### src/rtl/mem_stage_pkg.sv
// Shared definitions for the MEM stage: memory op encodings, FSM states, op helpers.
// Latency: n/a (types and pure functions only).
// Backpressure: n/a.
package mem_stage_pkg;

  localparam logic [3:0] MEM_NONE = 4'd0;
  localparam logic [3:0] MEM_LB   = 4'd1;
  localparam logic [3:0] MEM_LBU  = 4'd2;
  localparam logic [3:0] MEM_LH   = 4'd3;
  localparam logic [3:0] MEM_LHU  = 4'd4;
  localparam logic [3:0] MEM_LW   = 4'd5;
  localparam logic [3:0] MEM_SB   = 4'd6;
  localparam logic [3:0] MEM_SH   = 4'd7;
  localparam logic [3:0] MEM_SW   = 4'd8;

  typedef enum logic [1:0] {
    ST_IDLE = 2'd0,
    ST_BUSY = 2'd1,
    ST_DONE = 2'd2
  } state_t;

  function automatic logic op_is_load(input logic [3:0] op);
    return (op == MEM_LB) || (op == MEM_LBU) || (op == MEM_LH) ||
           (op == MEM_LHU) || (op == MEM_LW);
  endfunction

  function automatic logic op_is_store(input logic [3:0] op);
    return (op == MEM_SB) || (op == MEM_SH) || (op == MEM_SW);
  endfunction

  function automatic logic op_is_mem(input logic [3:0] op);
    return op_is_load(op) || op_is_store(op);
  endfunction

  // Halfword ops need an even address, word ops a 4-byte aligned one.
  function automatic logic op_misaligned(input logic [3:0] op, input logic [1:0] lo);
    logic bad;
    bad = 1'b0;
    case (op)
      MEM_LH, MEM_LHU, MEM_SH: bad = lo[0];
      MEM_LW, MEM_SW:          bad = |lo;
      default:                 bad = 1'b0;
    endcase
    return bad;
  endfunction

endpackage

### src/rtl/mem_stage_load_formatter.sv
// Load formatter: picks the addressed byte/half lane of a read word and extends it.
// Latency: purely combinational.
// Backpressure: none.
module load_formatter
  import mem_stage_pkg::*;
(
  input  logic [31:0] rdata,
  input  logic [1:0]  addr_lo,
  input  logic [3:0]  op,
  output logic [31:0] data
);

  logic [7:0]  byte_sel;
  logic [15:0] half_sel;

  // Little-endian lane selection, then sign/zero extension by op.
  always_comb begin
    byte_sel = 8'h00;
    half_sel = addr_lo[1] ? rdata[31:16] : rdata[15:0];
    case (addr_lo)
      2'd0:    byte_sel = rdata[7:0];
      2'd1:    byte_sel = rdata[15:8];
      2'd2:    byte_sel = rdata[23:16];
      default: byte_sel = rdata[31:24];
    endcase
    case (op)
      MEM_LB:  data = {{24{byte_sel[7]}}, byte_sel};
      MEM_LBU: data = {24'h000000, byte_sel};
      MEM_LH:  data = {{16{half_sel[15]}}, half_sel};
      MEM_LHU: data = {16'h0000, half_sel};
      MEM_LW:  data = rdata;
      default: data = 32'h0000_0000;
    endcase
  end

endmodule

### src/rtl/mem_stage.sv
// MEM stage: runs loads/stores over a req/ack data-memory port, passes other ops through.
// Latency: 0 cycles for non-memory ops; memory ops take 2 + (ack wait) stall cycles.
// Backpressure: mem_stall holds upstream from issue until the DONE cycle; writeback is masked while stalled.
module mem_stage
  import mem_stage_pkg::*;
(
  input  logic        clk,
  input  logic        rst,
  input  logic        ex_valid,
  input  logic [3:0]  ex_mem_op,
  input  logic [31:0] ex_alu_result,
  input  logic [31:0] ex_alu_result_low,
  input  logic [31:0] ex_store_data,
  input  logic        ex_reg_wr,
  input  logic [4:0]  ex_waddr,
  input  logic        ex_to_pc,
  output logic        mem_stall,
  output logic        mem_addr_err,
  output logic [31:0] mem_mem_data,
  output logic [31:0] mem_alu_result,
  output logic [31:0] mem_alu_result_low,
  output logic        mem_reg_wr,
  output logic [4:0]  mem_waddr,
  output logic        mem_to_pc,
  output logic        dmem_req,
  output logic        dmem_we,
  output logic [31:0] dmem_addr,
  output logic [3:0]  dmem_be,
  output logic [31:0] dmem_wdata,
  input  logic        dmem_ack,
  input  logic [31:0] dmem_rdata
);

  state_t      state_q, state_nxt;
  logic        mem_op_vld;
  logic        misaligned;
  logic        start;
  logic [3:0]  be_nxt;
  logic [31:0] wdata_nxt;
  logic [3:0]  op_q;
  logic [1:0]  off_q;
  logic [31:0] load_buf_q;
  logic [31:0] fmt_data;

  // An invalid slot is a bubble regardless of its op field.
  always_comb begin
    mem_op_vld = ex_valid && op_is_mem(ex_mem_op);
    misaligned = mem_op_vld && op_misaligned(ex_mem_op, ex_alu_result[1:0]);
    start      = (state_q == ST_IDLE) && mem_op_vld && !misaligned;
  end

  // Store lane logic: byte enables and lane-replicated write data.
  always_comb begin
    be_nxt    = 4'b1111;
    wdata_nxt = 32'h0000_0000;
    case (ex_mem_op)
      MEM_SB: begin
        be_nxt    = 4'b0001 << ex_alu_result[1:0];
        wdata_nxt = {4{ex_store_data[7:0]}};
      end
      MEM_SH: begin
        be_nxt    = ex_alu_result[1] ? 4'b1100 : 4'b0011;
        wdata_nxt = {2{ex_store_data[15:0]}};
      end
      MEM_SW: begin
        be_nxt    = 4'b1111;
        wdata_nxt = ex_store_data;
      end
      default: begin
        be_nxt    = 4'b1111;
        wdata_nxt = 32'h0000_0000;
      end
    endcase
  end

  // State register.
  always_ff @(posedge clk) begin
    if (rst) state_q <= ST_IDLE;
    else     state_q <= state_nxt;
  end

  // Next-state: one IDLE issue cycle, BUSY until ack, one DONE cycle for the result.
  always_comb begin
    state_nxt = state_q;
    case (state_q)
      ST_IDLE: if (start) state_nxt = ST_BUSY;
      ST_BUSY: if (dmem_ack) state_nxt = ST_DONE;
      ST_DONE: state_nxt = ST_IDLE;
      default: state_nxt = ST_IDLE;
    endcase
  end

  // Outputs: stall while issuing/waiting, mask writeback so MEM/WB only sees bubbles.
  always_comb begin
    mem_stall    = 1'b0;
    mem_addr_err = 1'b0;
    mem_mem_data = 32'h0000_0000;
    case (state_q)
      ST_IDLE: begin
        mem_stall    = start;
        mem_addr_err = misaligned;
      end
      ST_BUSY: mem_stall = 1'b1;
      ST_DONE: mem_mem_data = load_buf_q;
      default: ;
    endcase
    mem_reg_wr         = ex_reg_wr && !mem_stall && !mem_addr_err;
    mem_to_pc          = ex_to_pc && !mem_stall;
    mem_alu_result     = ex_alu_result;
    mem_alu_result_low = ex_alu_result_low;
    mem_waddr          = ex_waddr;
  end

  // Handshake registers and load buffer: latch the request at issue, capture data at ack.
  always_ff @(posedge clk) begin
    if (rst) begin
      dmem_req   <= 1'b0;
      dmem_we    <= 1'b0;
      dmem_addr  <= 32'h0000_0000;
      dmem_be    <= 4'b0000;
      dmem_wdata <= 32'h0000_0000;
      op_q       <= MEM_NONE;
      off_q      <= 2'b00;
      load_buf_q <= 32'h0000_0000;
    end else if (start) begin
      dmem_req   <= 1'b1;
      dmem_we    <= op_is_store(ex_mem_op);
      dmem_addr  <= {ex_alu_result[31:2], 2'b00};
      dmem_be    <= be_nxt;
      dmem_wdata <= wdata_nxt;
      op_q       <= ex_mem_op;
      off_q      <= ex_alu_result[1:0];
    end else if ((state_q == ST_BUSY) && dmem_ack) begin
      dmem_req   <= 1'b0;
      load_buf_q <= op_is_load(op_q) ? fmt_data : 32'h0000_0000;
    end
  end

  load_formatter u_load_formatter (
    .rdata   (dmem_rdata),
    .addr_lo (off_q),
    .op      (op_q),
    .data    (fmt_data)
  );

endmodule

### config.mk
export PLATFORM = sky130hd
export DESIGN_NAME = mem_stage
export DESIGN_NICKNAME = d
export VERILOG_FILES = /design/src/rtl/mem_stage_pkg.sv /design/src/rtl/mem_stage_load_formatter.sv /design/src/rtl/mem_stage.sv
export SDC_FILE = /design/constraint.sdc
export NUM_CORES = 1
export LEC_CHECK = 0
export BUFFER_PORTS_ARGS = -buffer_cell sky130_fd_sc_hd__buf_2
export CORE_MARGIN = 10
export CORE_UTILIZATION = 44
export CTS_BUF_LIST = sky130_fd_sc_hd__clkbuf_4
export CTS_CLUSTER_DIAMETER = 30
export DETAILED_ROUTE_END_ITERATION = 6
export PLACE_DENSITY = 0.9
export SLEW_MARGIN = 20
export SYNTH_ARGS = -nofsm -noshare
export SYNTH_HDL_FRONTEND = slang
export SYNTH_SLANG_ARGS = --single-unit
### constraint.sdc
create_clock -name clk -period 3.2 [get_ports clk]
set_input_delay 0.64 -clock clk [delete_from_list [all_inputs] [get_ports clk]]
set_output_delay 0.64 -clock clk [all_outputs]
set_load 0.1 [all_outputs]
==> summary.txt, run 1 <==
Status = finished, final reports clean
Postcts setup bufs = 0
Worst reg2reg endpoint = dmem_be[2]$_SDFFE_PP0P_
Crit path time final = 2.940 ns
Share of the synthesized area in the top cell type = 0.3616
Share of cells above drive strength 1 = 0.3914
R2R Setup Slk = 1.13 ns
CTS H-tree depth = 3
Initial DRT Pass Iterations = 5
PostCTS Resize Cnt = 0
CP delay by family, top = simple AND/OR/NAND/NOR gates
Worst-path cell with the longest stage delay = or4_4
Hold-critical path endpoint = dmem_addr[5]$_SDFFE_PP0P_
Grt ovf = 0
Vias/cell = 5.771
Synth Register Bits = 108
Final Hold Fails = 0
Post-route DRC = 0
DP HPWL = 14.01 mm
Syn avg cell area = 9.143 sq um
Gp weighted congestion = 0.8289
Area contributors post-synth = dfxtp_1, buf_4, a311oi_1
Average wire per standard cell = 19.70 um
Initial antenna violation count = 1
Maximum fanout along the worst path = 9
Die X = 136.6 um
Int Pwr = 0.001773 W
Layout fillers = 1,224
CTS Buf Count = 9
Final antenna-violating net count = 0
Achievable clock frequency = 340.2 MHz
Buffers & Inverters on Critical Path = 2
FF-to-FF Start = state_q[1]$_SDFFE_PP0P_
Ys Warns = 0
WS Path Type = input pin to output port
Period utilisation layout = 0.9186
# setup viols final = 0
Net Switching = 0.001216 W
Starting Density = 0.4497
DRT iter0 DRCs = 567
Design area = 6885 sq um
Worst Path Required = 2.56 ns
Top Ports = 318
Pin count of the biggest net entering global routing = 43
FF-to-FF path depth = 5
Clock group share of total power = 0.224
Transition time of the tightest slew-check pin = 0.7113 ns
Hold Path Class = input pin to flip-flop
Sw frac = 0.4069
Crit path launch = ex_mem_op[0]
Area growth syn-to-layout = 15.15%
Clk sink count = 108
RSZ-0062 raised after global routing = false
Vias in the first global route = 5,340
Clk Latency, worst-skew pair = 0.48 ns
Post-synth EDFFs = 0
Worst hold stages = 2
Reg clk slew, reported paths = 0.17 ns
GRT Overall Usage = 0.1905
CP cell instances = buf_2 -> or4_4 -> and3_1 -> a31oi_1 -> o21a_2 -> buf_12
Via count = 5,598
HP Start = ex_alu_result[5]
Slew headroom = 0.5258
CTS tree = done
Synthesized area = 5979 sq um
# Max-Cap Violations = 0
Sequential power share = 0.472
Placed cell count = 952
Comb pwr share = 0.303
Final Util = 0.5179
Leak pwr = 2.942 nW
Post-synthesis cell count = 654
Fraction of registers with async set/reset = 0
Post-synthesis sequential area ratio = 0.3616
Arr. time, crit path = 2.30 ns
Placed instance area = 6755 sq um
# rows = 42
Final std cells w/o fill = 970
Detailed Route WL = 19.11 mm
Post-synth top flop = dfxtp_1
Crit-path max cell delay = 0.54 ns
Synth area leader = dfxtp_1
Worst Skew = 0.009162 ns
Clock root buffer = clkbuf_4
Placeable Area = 13,300 sq um
Max-slew violation total from the final report = 0
IO buf count = 241
Critical path startpoint category = input pin
Die Y-Extent = 136.6 um
Distinct cell type count after synthesis = 57
Final hold slack = 0.3732 ns
Max Root-Sink Buffers = 2
First-pass GRT wire length = 28.86 mm
VDD IR max = 0.3233 mV
PwrDens = 434.1 nW/um^2
Die footprint = 18,650 sq um
Cts hold-fix bufs = 0
CP Capture Type = output port
Layout Nets = 930
[per-layer routing]
metal / part of all wire / GRT usage / up-vias
met1: 0.40 / 0.2349 / 2662
met2: 0.47 / 0.3004 / 284
met4: 0.013 / 0.04734 / 0
met5: 0 / 0 / -
met3: 0.12 / 0.07991 / 25
li1: - / - / 2627
[power groups by stage]
stage	Clock (W)	Sequential (W)	Combinational (W)
after floorplan	0	0.00166	0.000722
after global placement	0	0.00144	0.000894
after detailed placement	0	0.00144	0.000905
after CTS	0.000693	0.00141	0.000906
after global routing	0.000738	0.00142	0.000947
final	0.000670	0.00141	0.000907
[sequential cells by signal (all words and copies together), names as in the netlist]
| name | flops |
|---|---|
| dmem_wdata | 32 |
| load_buf_q | 32 |
| dmem_addr | 30 |
| dmem_be | 4 |
| op_q | 4 |
| off_q | 2 |
| state_q | 2 |
| dmem_req | 1 |
| dmem_we | 1 |
[metrics by stage]
step | TNS [ns] | power, W | setup WS (ns)
2_1_floorplan | -0.1859 | 0.002378 | -0.1859
3_3_place_gp | 0 | 0.002332 | 0.2592
3_5_place_dp | 0 | 0.002345 | 0.2377
4_1_cts | 0 | 0.003011 | 0.2373
5_1_grt | 0 | 0.003103 | 0.1932
6_report | 0 | 0.002989 | 0.2605
[synthesized netlist by cell type, types with 2 or more instances]
library cell  count
a31o_1           29
nand2_1          24
and4_1            2
a22o_1           24
buf_6            10
buf_1             4
nand3b_1          3
clkbuf_1         43
nand4_1           3
nand3_1           3
o21a_1            4
a22oi_1          15
a31o_2            6
nor2b_1           2
a311oi_1         35
dfxtp_1         108
buf_2             7
nor2_1           16
buf_4            72
o221a_2           7
and2_1           33
a211oi_1         10
o21ai_0          18
mux2i_1          27
mux2_2           11
inv_1            35
o2bb2ai_1        24
nor3_1            8
a222oi_1          9
a21oi_1          35
[cells by family after synthesis]
| logic type | count (synthesis) | synth area share |
|---|---|---|
| compound gates | 229 | 0.3020 |
| xor+xnor | 1 | 0.001465 |
| buf+inv | 172 | 0.1672 |
| flops | 108 | 0.3616 |
| mux | 38 | 0.06591 |
| other cells | 1 | 0.0006271 |
| simple gates | 105 | 0.1013 |
[area by class of cell]
type                       instances  area (sq um)  share of cell area
antenna                            2         5.005           0.0007269
sequential                       108          2162              0.3140
inverter                          36         135.1             0.01963
clock buffer                      10         75.07             0.01090
multi-input combinational        375          2851              0.4141
clock inverter                     6         50.05            0.007269
tap                              176         220.2             0.03198
timing repair buffer             257          1386              0.2013
[worst max-delay path by stage]
stage	endpoint	slack, ns	cells past startpoint
final	mem_to_pc	0.26	6
after global routing	mem_to_pc	0.19	6
after CTS	mem_to_pc	0.24	6
after detailed placement	mem_to_pc	0.24	6
after global placement	mem_to_pc	0.26	6
after floorplan	mem_addr_err	-0.19	6
[worst register-to-register path: cells and delay by family, from the launching register on]
family,cells,cell delay [ns]
AND/OR/NAND/NOR,3,0.77
flip-flops,1,0.42
buffers and inverters,1,0.41
multiplexers,1,0.38
[cell usage in the layout (no fill, tap or decap), types with 2 or more instances in the layout]
master	synthesis	routed
nor2_1	16	15
diode_2	0	2
o21a_1	4	3
a22oi_1	15	15
and4_1	2	2
nor3_1	8	8
a222oi_1	9	9
conb_1	1	2
a22o_1	24	24
and2_1	33	33
inv_1	35	35
o2bb2ai_1	24	24
buf_2	7	237
a21oi_1	35	35
mux2i_1	27	27
o21ai_0	18	18
a211oi_1	10	10
nand3_1	3	3
clkinv_4	0	3
buf_12	0	4
dfxtp_1	108	108
a31o_1	29	29
buf_4	72	16
a31o_2	6	6
nand3b_1	3	3
nand4_1	3	3
nor2b_1	2	2
o221a_2	7	7
nand2_1	24	24
a311oi_1	35	35
mux2_2	11	11
clkbuf_4	0	10
Note: power is estimated with default switching activity, not from simulation.
==> inputs of run 2 (changes only) <==
--- a/config.mk
+++ b/config.mk
@@ -7,11 +7,11 @@
 export LEC_CHECK = 0
 export BUFFER_PORTS_ARGS = -buffer_cell sky130_fd_sc_hd__buf_2
 export CORE_MARGIN = 10
-export CORE_UTILIZATION = 44
+export CORE_UTILIZATION = 47
 export CTS_BUF_LIST = sky130_fd_sc_hd__clkbuf_4
 export CTS_CLUSTER_DIAMETER = 30
 export DETAILED_ROUTE_END_ITERATION = 6
-export PLACE_DENSITY = 0.9
+export PLACE_DENSITY = 0.94
 export SLEW_MARGIN = 20
 export SYNTH_ARGS = -nofsm -noshare
 export SYNTH_HDL_FRONTEND = slang
==> constraint.sdc (replaced) <==
create_clock -name clk -period 2.97 [get_ports clk]
set_input_delay 0.594 -clock clk [delete_from_list [all_inputs] [get_ports clk]]
set_output_delay 0.594 -clock clk [all_outputs]
set_load 0.1 [all_outputs]
==> run 2 against run 1 <==
- die area decreased by 5.5%
- hold slack lost 0.075 ns
- wire length down 0.10%
- core utilization is 7.3 points higher
- clock skew is 0.0065 ns higher
- first-iteration DRC count rose by 26%
- register-to-register slack lost 0.16 ns
- critical path type unchanged
==> summary.txt, run 2 (synthesis results as in run 1) <==
Largest regs = dmem_wdata (32), load_buf_q (32), dmem_addr (30) (unchanged)
First-pass GRT wire length = 29.73 mm (was 28.86 mm)
Design area = 7393 sq um (was 6885 sq um)
Pin count of the biggest net entering global routing = 60 (was 43)
Most frequent cells in the layout = buf_2, dfxtp_1, buf_12 (was buf_2, dfxtp_1, a21oi_1, inv_1, a311oi_1)
Final TNS setup = 0 ns (unchanged)
# Max-Cap Violations = 0 (unchanged)
DR WL met3 = 1.884 mm (was 2.199 mm)
# setup viols final = 0 (unchanged)
Met1 WL = 7.776 mm (was 7.680 mm)
Vias/cell = 5.790 (was 5.771)
Final worst slack = 0.2809 ns (was 0.2605 ns)
PwrDens = 430.2 nW/um^2 (was 434.1 nW/um^2)
FF-to-FF Start = state_q[1]$_SDFFE_PP0P_ (unchanged)
Post-route DRC = 0 (unchanged)
Die X = 132.8 um (was 136.6 um)
Layout Nets = 934 (was 930)
Crit-path max cell delay = 0.52 ns (was 0.54 ns)
Via count = 5,616 (was 5,598)
Transition time of the tightest slew-check pin = 0.6375 ns (was 0.7113 ns)
Clk sink count = 108 (unchanged)
Initial antenna violation count = 2 (was 1)
PostCTS Resize Cnt = 0 (unchanged)
Initial DRT Pass Iterations = 5 (unchanged)
Clock group share of total power = 0.213 (was 0.224)
Leak pwr = 3.035 nW (was 2.942 nW)
Placeable Area = 12,520 sq um (was 13,300 sq um)
Worst-path cell with the longest stage delay = or4_4 (unchanged)
IO buf count = 241 (unchanged)
Placed instance area = 7273 sq um (was 6755 sq um)
WS Path Type = input pin to output port (unchanged)
Top Ports = 318 (unchanged)
RSZ-0062 raised after global routing = false (unchanged)
DP HPWL = 14.34 mm (was 14.01 mm)
Period utilisation layout = 0.9054
Crit path time final = 2.689 ns
Share of cells above drive strength 1 = 0.3920 (was 0.3914)
Cts hold-fix bufs = 0 (unchanged)
Buffers & Inverters on Critical Path = 3 (was 2)
Area growth syn-to-layout = 23.65% (was 15.15%)
Starting Density = 0.4777 (was 0.4497)
Maximum fanout along the worst path = 8 (was 9)
Gp weighted congestion = 0.8697 (was 0.8289)
Hold Path Class = input pin to flip-flop (unchanged)
Status = finished, final reports clean (unchanged)
Pre-CTS setup slack = 0.2762 ns (was 0.2377 ns)
CTS H-tree depth = 3 (unchanged)
Slew headroom = 0.5750 (was 0.5258)
Critical path startpoint category = input pin (unchanged)
Average wire per standard cell = 19.68 um (was 19.70 um)
Comb pwr share = 0.309 (was 0.303)
Worst Path Required = 2.38 ns (was 2.56 ns)
Grt ovf = 0 (unchanged)
Int Pwr = 0.001907 W (was 0.001773 W)
Final antenna-violating net count = 0 (unchanged)
CP cell instances = buf_2 -> or4_4 -> and3_1 -> a31oi_1 -> buf_4 -> o21a_2 -> buf_12 (was buf_2 -> or4_4 -> and3_1 -> a31oi_1 -> o21a_2 -> buf_12)
Worst Skew = 0.01570 ns (was 0.009162 ns)
# rows = 41 (was 42)
Postcts setup bufs = 0 (unchanged)
Commonest non-fill, non-tap cell in the layout = buf_2 (unchanged)
CP Capture Type = output port (unchanged)
Max layer used = met4 (unchanged)
Max Root-Sink Buffers = 2 (unchanged)
CTS tree = done (unchanged)
Clk Latency, worst-skew pair = 0.48 ns (about the same)
CP delay by family, top = simple AND/OR/NAND/NOR gates (unchanged)
Vias in the first global route = 5,550 (was 5,340)
HP Start = dmem_ack (was ex_alu_result[5])
Crit path launch = ex_mem_op[1] (was ex_mem_op[0])
Net Switching = 0.001273 W (was 0.001216 W)
Clock root buffer = clkbuf_4 (unchanged)
Max-slew violation total from the final report = 0 (unchanged)
DRT iter0 DRCs = 715 (was 567)
Die footprint = 17,630 sq um (was 18,650 sq um)
Detailed Route WL = 19.09 mm (was 19.11 mm)
Reg clk slew, reported paths = 0.16 ns (was 0.17 ns)
Die Y-Extent = 132.8 um (was 136.6 um)
Sw frac = 0.4004 (was 0.4069)
Final Hold Fails = 0 (unchanged)
CTS Buf Count = 9 (unchanged)
GRT Overall Usage = 0.2035 (was 0.1905)
Sequential power share = 0.479 (was 0.472)
Achievable clock frequency = 371.9 MHz
VDD IR max = 0.4051 mV (was 0.3233 mV)
Arr. time, crit path = 2.10 ns (was 2.30 ns)
Wire length on met2 = 9.131 mm (was 8.974 mm)
==> run 2: final timing paths <==
path | slack (ns) | depth (start not counted) | endpoint
setup / recovery | 0.28 | 7 | mem_to_pc
hold reg to reg | 0.46 | 2 | dmem_req$_SDFFE_PP0P_
setup reg to reg | 0.97 | 5 | dmem_wdata[7]$_SDFFE_PP0P_
hold / removal | 0.30 | 2 | state_q[0]$_SDFFE_PP0P_
==> run 2: through the flow <==
step / hold WS [ns] / util / instances / total power, W
after floorplan: 0.4407 / - / 655 / 0.002562
after global placement: 0.4381 / 0.5811 / 952 / 0.002517
after detailed placement: 0.4414 / 0.5811 / 952 / 0.002530
after CTS: 0.2789 / 0.5903 / 968 / 0.003196
after global routing: 0.2829 / 0.5905 / 969 / 0.003294
final: 0.2985 / 0.5907 / 970 / 0.003181
==> run 2: area by class of cell <==
cell class | instances | area [sq um]
fillers | 1077 | 5124
multi-input cells | 375 | 2851
flip-flops and latches | 108 | 2162
repair buffers | 261 | 1909
well taps | 172 | 215.2
inverters | 36 | 135.1
clock buffers | 10 | 75.07
clock inverters | 6 | 40.04
diodes | 2 | 5.005
==> run 2: routing by layer <==
metal / vias to the layer above / track usage
met1: 2656 / 0.2449
met3: 33 / 0.06889
met5: - / 0
met2: 298 / 0.3331
met4: 0 / 0.06479
li1: 2629 / -
==> run 2: power groups by stage <==
stage          Clock, W  Combinational [W]  Sequential [W]
2_1_floorplan         0           0.000778         0.00178
3_5_place_dp          0           0.000977         0.00155
4_1_cts        0.000694           0.000979         0.00152
5_1_grt        0.000739            0.00103         0.00153
6_report       0.000676           0.000982         0.00152
3_3_place_gp          0           0.000966         0.00155
